### src/rtl/rr_arb_pkg.sv
// ---------------------------------------------------------------------------
// rr_arb_pkg
//   Shared definitions for the round-robin arbiter family.
//   - MAX_CH      : largest channel count any arbiter in this family supports
//   - arb_state_t : burst-lock state (idle / locked to one channel)
//   - rr_pick     : behavioural round-robin pick, returns a one-hot grant
// ---------------------------------------------------------------------------
package rr_arb_pkg;

    localparam int MAX_CH   = 16;
    localparam int MAX_CH_W = $clog2(MAX_CH);

    typedef enum logic {
        ARB_IDLE,
        ARB_LOCKED
    } arb_state_t;

    // Searches ptr, ptr+1 ... n_ch-1, 0 ... ptr-1 and grants the first requester.
    // Bits at or above n_ch are ignored, so narrower arbiters can share it.
    function automatic logic [MAX_CH-1:0] rr_pick(
        input logic [MAX_CH-1:0] req,
        input int unsigned       ptr,
        input int unsigned       n_ch = MAX_CH
    );
        logic [MAX_CH-1:0]   gnt;
        logic [MAX_CH_W-1:0] idx;
        logic                found;
        gnt   = '0;
        found = 1'b0;
        for (int unsigned i = 0; i < MAX_CH; i++) begin
            if (i < n_ch) begin
                idx = MAX_CH_W'((ptr + i) % n_ch);
                if (!found && req[idx]) begin
                    gnt[idx] = 1'b1;
                    found    = 1'b1;
                end
            end
        end
        return gnt;
    endfunction

endpackage

### src/rtl/rr_pick_logic.sv
// ---------------------------------------------------------------------------
// rr_pick_logic
//   Combinational round-robin picker: rotate the request vector so that the
//   pointer channel sits at bit 0, priority-encode the lowest set bit, then
//   rotate the index back into channel numbering.
// Ports
//   req        in   N_CH   request vector
//   ptr        in   CH_W   highest-priority channel this cycle (< N_CH)
//   grant      out  N_CH   one-hot grant (all zeros when no request)
//   grant_idx  out  CH_W   index of the granted channel
//   grant_any  out  1      at least one request present
// ---------------------------------------------------------------------------
module rr_pick_logic #(
    parameter int N_CH = 8,
    parameter int CH_W = $clog2(N_CH)
) (
    input  logic [N_CH-1:0] req,
    input  logic [CH_W-1:0] ptr,
    output logic [N_CH-1:0] grant,
    output logic [CH_W-1:0] grant_idx,
    output logic            grant_any
);

    localparam logic [CH_W:0] NCH_EXT = (CH_W+1)'(N_CH);

    logic [2*N_CH-1:0] req_dbl;
    logic [N_CH-1:0]   req_rot;
    logic [CH_W-1:0]   rot_idx;
    logic [CH_W:0]     idx_sum;

    // Doubling the vector lets a plain part-select act as a rotate right by ptr.
    assign req_dbl   = {req, req};
    assign req_rot   = req_dbl[ptr +: N_CH];
    assign grant_any = |req;

    // Lowest set bit of the rotated vector wins; scanning downward leaves it last.
    always_comb begin
        rot_idx = '0;
        for (int i = N_CH - 1; i >= 0; i--) begin
            if (req_rot[i]) rot_idx = CH_W'(i);
        end
    end

    // Undo the rotation: (rot_idx + ptr) mod N_CH, both operands already < N_CH.
    always_comb begin
        idx_sum = {1'b0, rot_idx} + {1'b0, ptr};
        if (idx_sum >= NCH_EXT) begin
            grant_idx = CH_W'(idx_sum - NCH_EXT);
        end else begin
            grant_idx = idx_sum[CH_W-1:0];
        end
    end

    always_comb begin
        grant = '0;
        for (int i = 0; i < N_CH; i++) begin
            grant[i] = grant_any && (grant_idx == CH_W'(i));
        end
    end

endmodule

### src/rtl/rr_arb_mux.sv
// ---------------------------------------------------------------------------
// rr_arb_mux
//   N-channel round-robin selector with a one-entry registered output stage.
//   A word granted at a clock edge appears on out_data/out_ch after that edge;
//   the stage refills in the same cycle it drains, so throughput is one word
//   per cycle.
// Optional feature (macro RR_ARB_MUX_LOCK_EN): burst locking. A channel that
//   is granted with in_last low keeps exclusive ownership until it sends a
//   word with in_last high.
// Ports
//   clk        in   1           rising-edge clock
//   rst_n      in   1           synchronous reset, active-low
//   in_valid   in   N_CH        per-channel request
//   in_data    in   N_CH*WIDTH  channel k at [k*WIDTH +: WIDTH]
//   in_ready   out  N_CH        one-hot grant for the channel accepted this cycle
//   out_valid  out  1           output register holds a word
//   out_data   out  WIDTH       registered data
//   out_ch     out  CH_W        channel index of out_data
//   out_ready  in   1           downstream accept
//   in_last    in   N_CH        (RR_ARB_MUX_LOCK_EN only) final word of a burst
// ---------------------------------------------------------------------------
module rr_arb_mux
    import rr_arb_pkg::*;
#(
    parameter  int N_CH  = 8,
    parameter  int WIDTH = 16,
    localparam int CH_W  = $clog2(N_CH)
) (
    input  logic                  clk,
    input  logic                  rst_n,
    input  logic [N_CH-1:0]       in_valid,
    input  logic [N_CH*WIDTH-1:0] in_data,
    output logic [N_CH-1:0]       in_ready,
    output logic                  out_valid,
    output logic [WIDTH-1:0]      out_data,
    output logic [CH_W-1:0]       out_ch,
    input  logic                  out_ready
`ifdef RR_ARB_MUX_LOCK_EN
    ,
    input  logic [N_CH-1:0]       in_last
`endif
);

    logic [CH_W-1:0] ptr;
    logic [CH_W-1:0] ptr_inc;
    logic            ptr_adv;
    logic            load;
    logic            take;
    logic [N_CH-1:0] pick_req;
    logic [N_CH-1:0] grant;
    logic [CH_W-1:0] grant_idx;
    logic            grant_any;

    // The stage can accept a new word when empty or being drained this cycle.
    assign load = ~out_valid | out_ready;
    // rst_n is folded in so no channel sees a handshake during the reset cycle.
    assign take = rst_n & load & grant_any;
    assign in_ready = take ? grant : '0;

    // Pointer moves one past the winner, wrapping after the last channel.
    assign ptr_inc = (grant_idx == CH_W'(N_CH - 1)) ? '0 : grant_idx + 1'b1;

    rr_pick_logic #(
        .N_CH (N_CH),
        .CH_W (CH_W)
    ) u_pick (
        .req       (pick_req),
        .ptr       (ptr),
        .grant     (grant),
        .grant_idx (grant_idx),
        .grant_any (grant_any)
    );

`ifdef RR_ARB_MUX_LOCK_EN
    arb_state_t      state;
    arb_state_t      state_nxt;
    logic [CH_W-1:0] lch;
    logic [CH_W-1:0] lch_nxt;

    // Lock state register: which channel (if any) currently owns the output.
    always_ff @(posedge clk) begin
        if (!rst_n) begin
            state <= ARB_IDLE;
            lch   <= '0;
        end else begin
            state <= state_nxt;
            lch   <= lch_nxt;
        end
    end

    // A grant without in_last opens a burst; the owner's in_last grant closes it.
    always_comb begin
        state_nxt = state;
        lch_nxt   = lch;
        case (state)
            ARB_IDLE: begin
                if (take && !in_last[grant_idx]) begin
                    state_nxt = ARB_LOCKED;
                    lch_nxt   = grant_idx;
                end
            end
            ARB_LOCKED: begin
                if (take && in_last[lch]) state_nxt = ARB_IDLE;
            end
            default: state_nxt = ARB_IDLE;
        endcase
    end

    // While locked only the owner may request. The pointer only advances on a
    // burst-ending word, which in the locked state is always the owner itself.
    always_comb begin
        pick_req = in_valid;
        if (state == ARB_LOCKED) begin
            for (int i = 0; i < N_CH; i++) begin
                pick_req[i] = in_valid[i] && (lch == CH_W'(i));
            end
        end
        ptr_adv = take && in_last[grant_idx];
    end
`else
    // Without locking every grant is a complete one-word burst.
    always_comb begin
        pick_req = in_valid;
        ptr_adv  = take;
    end
`endif

    // Output stage and pointer. A load cycle with no winner leaves a bubble;
    // a stalled stage (load low) holds everything.
    always_ff @(posedge clk) begin
        if (!rst_n) begin
            out_valid <= 1'b0;
            out_data  <= '0;
            out_ch    <= '0;
            ptr       <= '0;
        end else begin
            if (take) begin
                out_valid <= 1'b1;
                out_data  <= in_data[grant_idx*WIDTH +: WIDTH];
                out_ch    <= grant_idx;
            end else if (load) begin
                out_valid <= 1'b0;
            end
            if (ptr_adv) ptr <= ptr_inc;
        end
    end

endmodule

### config.mk
export PLATFORM = sky130hd
export DESIGN_NAME = rr_arb_mux
export DESIGN_NICKNAME = d
export VERILOG_FILES = /design/src/rtl/rr_arb_pkg.sv /design/src/rtl/rr_pick_logic.sv /design/src/rtl/rr_arb_mux.sv
export SDC_FILE = /design/constraint.sdc
export NUM_CORES = 1
export LEC_CHECK = 0
export BUFFER_PORTS_ARGS = -buffer_cell sky130_fd_sc_hd__buf_2
export CAP_MARGIN = 0
export CORE_MARGIN = 2
export CORE_UTILIZATION = 43
export CTS_BUF_LIST = sky130_fd_sc_hd__clkbuf_8
export CTS_CLUSTER_DIAMETER = 80
export DETAILED_ROUTE_END_ITERATION = 8
export PLACE_DENSITY = 0.85
export REMOVE_ABC_BUFFERS = 1
export SLEW_MARGIN = 10
export SYNTH_ARGS = -nofsm -noshare
export SYNTH_HDL_FRONTEND = slang
export SYNTH_SLANG_ARGS = --single-unit
### constraint.sdc
create_clock -name clk -period 4.5 [get_ports clk]
set_input_delay 0.45 -clock clk [delete_from_list [all_inputs] [get_ports clk]]
set_output_delay 0.45 -clock clk [all_outputs]
set_load 0.02 [all_outputs]
Word-level counts from Yosys, hierarchy flattened
Cells that the tools add are included.
W data, S select, Z words.
{ "classes": {"shifts": 2, "addsub": 3, "muxes": 13, "bitwise_logic": 4, "reduce_logical": 11, "magnitude_cmp": 1, "eq_ne": 7} }
{ "op_table": {"columns": ["op", "count"], "rows": [
  ["$shiftx A128 B8 Y16", 1],
  ["$mux W3", 10],
  ["$shiftx A16 B4 Y8", 1],
  ["$eq A3 B3 Y1 const B", 4],
  ["$logic_and A1 B1 Y1", 8],
  ["$mux W8", 1],
  ["$reduce_or A8 Y1", 1],
  ["$eq A3 B2 Y1 const B", 2],
  ["$add A3 B3 Y4", 1],
  ["$ge A4 B4 Y1 const B", 1],
  ["$add A3 B1 Y3 const B", 1],
  ["$eq A3 B1 Y1 const B", 1],
  ["$logic_not A3 Y1", 1],
  ["$sub A3 B1 Y3 const B", 1],
  ["$and A1 B1 Y1", 2],
  ["$mux W1", 2],
  ["$reduce_bool A2 Y1", 1],
  ["$not A1 Y1", 1],
  ["$or A1 B1 Y1", 1]
]} }
{ "word_totals": {"output_inout_bits": 28, "reg_bits": 23, "inputBits": 139, "word_cells": 45} }

Depth between registers and ports, before layout
{ "depth": {"word_depth": 15, "depth_mapped": 19, "mapped_depth_nobuf": 16} }

Modules after synthesis
Synthesis repeated with hierarchy kept, for this count alone.
{ "hier_totals": {"cells_unflattened": 342, "area_unflattened_um2": 2917.8} }
{ "by_module_without_submodules": {"columns": ["module", "n_inst", "area_each_um2", "seq_area_each_um2", "cells_per_inst"], "rows": [
  ["rr_arb_mux", 1, 1925.6, 460.4, 226],
  ["rr_pick_logic", 1, 992.2, 0.0, 116]
]} }

Worst setup path before layout
Ideal clock, no wire load.
{ "synth_path": {"path_type": "flip-flop to output port", "from": "register ptr[1]", "to": "output port in_ready[0]", "setup_slack_ns": 0.010, "arrival_ns": 4.040, "required_ns": 4.050, "n_path_buf": 3, "stages_incl_launch_ff": 17, "path_cell_list": "dfxtp_1 > buf_6 > buf_2 > mux4_2 > nand2b_1 > a31oi_1 > o221ai_1 > o32a_1 > a311oi_1 > ha_1 > inv_1 > fa_1 > xnor2_1 > clkbuf_1 > xnor2_2 > inv_2 > nor3_1"} }
{ "synth_via": {"elab_chain_len": 15, "elab_cells_between_ends": 16, "classes_between": "2 x add/sub; 1 x order compare; 1 x shift; 10 x mux; 2 x reduce/logical"} }
{ "synth_rtl": {"columns": ["item", "line", "text"], "rows": [
  ["start, declared", "rr_arb_mux.sv:44", "logic [CH_W-1:0] ptr;"],
  ["start signal, assigned", "rr_arb_mux.sv:144", "if (ptr_adv) ptr <= ptr_inc;"],
  ["$shiftx A16 B4 Y8", "rr_pick_logic.sv:33", "assign req_rot = req_dbl[ptr +: N_CH];"],
  ["$mux W3 (8 in a row)", "rr_pick_logic.sv:40", "if (req_rot[i]) rot_idx = CH_W'(i);"],
  ["$add A3 B3 Y4 (*)", "rr_pick_logic.sv:46", "idx_sum = {1'b0, rot_idx} + {1'b0, ptr};"],
  ["$ge A4 B4 Y1 / $sub A3 B1 Y3 (equally long branches)", "rr_pick_logic.sv:47, rr_pick_logic.sv:48", null],
  ["$mux W3 (*)", "rr_pick_logic.sv:47", "if (idx_sum >= NCH_EXT) begin"],
  ["$logic_not A3 Y1 (*)", "rr_pick_logic.sv:57", "grant[i] = grant_any && (grant_idx == CH_W'(i));"],
  ["$logic_and A1 B1 Y1 (*)", "rr_pick_logic.sv:57", null],
  ["$mux W8 (*)", "rr_arb_mux.sv:58", "assign in_ready = take ? grant : '0;"],
  ["end, declared", "rr_arb_mux.sv:33", "output logic [N_CH-1:0] in_ready,"]
]} }
Mark *: on every way between the ends. The rest lies on a longest branch, timed or not.

Worst setup path after layout
{ "layout_path": {"from": "register ptr[0]", "to": "output port in_ready[4]"} }
{ "layout_via": {"elab_chain_len": 15, "elab_cells_between_ends": 16, "classes_between": "2 x add/sub; 1 x order compare; 1 x eq/ne; 1 x shift; 10 x mux; 1 x reduce/logical"} }
{ "layout_rtl": {"columns": ["item", "line"], "rows": [
  ["$shiftx A16 B4 Y8", "rr_pick_logic.sv:33"],
  ["$mux W3 (8 in a row)", "rr_pick_logic.sv:40"],
  ["$add A3 B3 Y4 (*)", "rr_pick_logic.sv:46"],
  ["$ge A4 B4 Y1 / $sub A3 B1 Y3 (equally long branches)", "rr_pick_logic.sv:47, rr_pick_logic.sv:48"],
  ["$mux W3 (*)", "rr_pick_logic.sv:47"],
  ["$eq A3 B3 Y1 (*)", "rr_pick_logic.sv:57"],
  ["$logic_and A1 B1 Y1 (*)", "rr_pick_logic.sv:57"],
  ["$mux W8 (*)", "rr_arb_mux.sv:58"]
]} }
Marks and branches as above.

==> reports/metrics.yaml <==
die:
  dieHeight_um: 89.2
  die_width_um: 89.2
  io_pins: 167
  initial_core_util_pct: 43.7
  row_count: 31
  core_area_um2: 7140
  dieArea_um2: 7950
setup_path:
  reg2reg_from: "ptr[0]"
  r2r_end: "out_data[11]"
  critPathCaptureType: "primary output"
  worstPathBufferInverterCount: 3
  worst_r2r_path_cells: 14
  worst-r2r-setup-slack_ns: 0.47
  required_ns: 4.05
  critical_path.top_delay_family: "compound AO/OA/AOI/OAI gates"
  timing.critical_path.mode_cell: "sky130_fd_sc_hd__xnor2_2"
  critical_path_peak_fanout: 6
  slowest_delay_ns: 0.56
  signal_arrival_time_at_the_worst_endpoint_ns: 3.78
  type_of_the_worst_setup_path: "reg -> out"
  timing.critical_path.cells: "mux4_2 -> o21bai_1 -> a21oi_1 -> nor2_1 -> o32a_1 -> a311oi_1 -> ha_2 -> inv_1 -> fa_2 -> xnor2_2 -> xnor2_2 -> buf_4 -> nor3_1 -> buf_2"
  worstSetupStartpointType: "register"
  slowest_stage: "sky130_fd_sc_hd__mux4_2"
placement:
  io_buffer_count: 166
  dp.final_hpwl_um: 7160
  gp_routability_congestion: 0.825
  dp_slack_ns: 0.382
synth:
  syn_area_per_cell_um2: 9.20
  gate_count_post_synth: 339
  yosys-top-cells-area: "sky130_fd_sc_hd__mux4_2 27%, sky130_fd_sc_hd__dfxtp_1 15%, sky130_fd_sc_hd__nor3_1 8.0%"
  yosys.area.top_type: "sky130_fd_sc_hd__mux4_2"
  share_of_synthesized_registers_carrying_an_async_set_or_reset_pct: 0
  synth_top_flop_cell: "sky130_fd_sc_hd__dfxtp_1"
  summed_instance_area_of_the_synthesized_netlist_um2: 3120
  synth_seq_area_share_pct: 14.8
  post-synth-top-area-fraction_pct: 27.4
  yosys_warnings: 0
  synth-edff-count: 0
  postSynthRegisterBits: 23
  netlist_cell_types: 41
min_path:
  hold_crit_path_type: "reg -> reg"
  hold_path_end: "out_ch[2]"
  hold_start: "out_ch[2]"
  worst_hold_path_depth: 2
sta:
  clock_skew_ns: 0.00203
  final_hold_viol_count: 0
  worst_pin_slew_ns: 0.944
  final_min_period_over_clock_period_pct: 94.0
  finalSetupViolations: 0
  worst_slew_margin_rel_pct: 37.1
  max_fclk_mhz: 236
  rsz0062_at_grt: "false"
  final_period_minus_worst_setup_slack_ns: 4.23
  slew_violations: 0
  fin_hold_ws_ns: 0.462
  layout_setup_ws_ns: 0.270
layout:
  final_cell_mix: "166 x sky130_fd_sc_hd__buf_2, 50 x sky130_fd_sc_hd__nor3_1, 38 x sky130_fd_sc_hd__mux4_2"
  area_growth_syn_to_layout_pct: 28.8
  final_common_cell: "sky130_fd_sc_hd__buf_2"
  finalNetCount: 621
  diodes: 0
  final_layout_size_suffix_gt1_share_pct: 54.2
routing:
  wirelength_routed_um: 9430
  route.vias.total: 3358
  routed_wire_length_per_instance_um: 16.4
  drc: 0
  antenna_violating_nets_post_route: 0
  drt_pass1_iterations: 4
  dr.first_iter.drc_count: 134
  ratio_of_routed_vias_to_standard_cells: 5.84
pwr:
  p_leak_uw: 0.00178
  power_per_cell_area_nw_per_um2: 802
  vdd_ir_drop_max_v: 0.000366
flow_run:
  cap_violations: 0
clock_network:
  cts-buffers-inserted: 3
  ctsRootBufferMaster: "sky130_fd_sc_hd__clkbuf_8"
  cts_tree: "built"
  insertion_delay_ns: 0.27
  cts_post_setup_buffers_inserted: 0
  worst_setup_hold_path_clk_slew_ns: 0.09
  cts.repair.resized: 0
  htreeDepth: 1
  cts_hold_repair.buffers: 0
  cts_num_sinks: 23
  maximum_buffer_depth_of_the_clock_tree: 2
global_routing:
  grt_pass1_wl_um: 14300
  vias_in_the_first_global_route: 3041
  grt.total_usage_pct: 22.9
  number_of_antenna_violations_at_the_first_check_in_global_routing: 0
  largest_net_degree_at_the_start_of_global_routing: 52
  global_route.overflow_total: 0
status:
  outcome: "finished clean"
## sequential cells by signal, summed over array words and instances, names as in the netlist
signal and count:
out_valid 1, out_ch 3, ptr 3, out_data 16
## cell type report
class	count	area [um2]
clock buffers	3	41.3
clock inverters	1	5.00
fillers	695	3120
inverters	9	33.8
multi-input cells	265	2440
flip-flops and latches	23	460
well taps	99	124
repair buffers	175	911
## kinds of logic after synthesis
kind of cell / share of synthesized area [%]
adder cells (fa/ha/maj): 2.25
AO/OA/AOI/OAI: 5.85
buffers and inverters: 7.74
AND/OR/NAND/NOR: 31.8
flip-flops: 14.8
multiplexers: 36.5
XOR/XNOR: 1.08
## where the power goes
group / total (uW) / switching (uW) / leakage, uW / internal, uW
registers: 339 / 59.2 / 0.000191 / 280
logic: 2750 / 1410 / 0.00156 / 1340
clock network: 138 / 76.4 / 0.0000255 / 62.0
## worst max path at each step
stage / from / to / slack [ns] / cells after the start
CTS: ptr[0] / in_ready[7] / 0.25 / 15
global placement: in_valid[2] / out_data[11] / 0.53 / 15
detailed placement: in_valid[3] / out_data[11] / 0.38 / 15
global route: ptr[0] / in_ready[7] / 0.05 / 15
finish: ptr[0] / in_ready[4] / 0.27 / 14
floorplan: ptr[1] / in_ready[4] / -1.44 / 12
## layer usage
metal / part of all wire [%] / track usage (%) / routed length, um / vias to the layer above
met5: 0 / 0 / 0 / -
met4: 1.7 / 6.38 / 165 / 0
met3: 5.6 / 3.60 / 529 / 14
met2: 52 / 41.1 / 4900 / 134
met1: 41 / 28.6 / 3840 / 1611
li1: - / - / - / 1599
## synth_stat cells, types with 4 or more instances
| cell type | n |
|---|---|
| sky130_fd_sc_hd__nor3_1 | 50 |
| sky130_fd_sc_hd__mux4_2 | 38 |
| sky130_fd_sc_hd__nor4_1 | 34 |
| sky130_fd_sc_hd__clkbuf_1 | 25 |
| sky130_fd_sc_hd__nor2_1 | 24 |
| sky130_fd_sc_hd__dfxtp_1 | 23 |
| sky130_fd_sc_hd__and3_1 | 18 |
| sky130_fd_sc_hd__o21ai_0 | 17 |
| sky130_fd_sc_hd__mux2_4 | 16 |
| sky130_fd_sc_hd__nand2_1 | 12 |
| sky130_fd_sc_hd__buf_2 | 10 |
| sky130_fd_sc_hd__inv_1 | 8 |
| sky130_fd_sc_hd__nor3b_1 | 7 |
| sky130_fd_sc_hd__nor4_2 | 6 |
| sky130_fd_sc_hd__buf_6 | 4 |
| sky130_fd_sc_hd__ha_1 | 4 |
| sky130_fd_sc_hd__nand2b_1 | 4 |
| sky130_fd_sc_hd__nand3_1 | 4 |
| sky130_fd_sc_hd__nor3_2 | 4 |
## metrics by stage
stage / instance area (um2) / utilization (%) / total power, uW / instances / TNS, ns
after detailed placement: 3970 / 55.7 / 3100 / 571 / 0
after global routing: 4020 / 56.3 / 3500 / 575 / 0
after floorplan: 2910 / - / 2460 / 297 / -27.64
after CTS: 4020 / 56.3 / 3250 / 575 / 0
final: 4020 / 56.3 / 3220 / 575 / 0
after global placement: 3970 / 55.7 / 3020 / 571 / 0
## worst reg2reg max path, cell delays in order, from the launching register on
cell and delay (ns):
sky130_fd_sc_hd__dfxtp_1 0.52, sky130_fd_sc_hd__mux4_2 0.56, sky130_fd_sc_hd__o21bai_1 0.18, sky130_fd_sc_hd__a21oi_1 0.14, sky130_fd_sc_hd__nor2_1 0.05, sky130_fd_sc_hd__o32a_1 0.18, sky130_fd_sc_hd__a311oi_1 0.23, sky130_fd_sc_hd__ha_2 0.22
sky130_fd_sc_hd__inv_1 0.05, sky130_fd_sc_hd__fa_2 0.55, sky130_fd_sc_hd__buf_4 0.31, sky130_fd_sc_hd__mux4_2 0.28, sky130_fd_sc_hd__nor3_1 0.05, sky130_fd_sc_hd__mux2_4 0.31, sky130_fd_sc_hd__nor4_1 0.31
(Power assumes the default switching activity.)
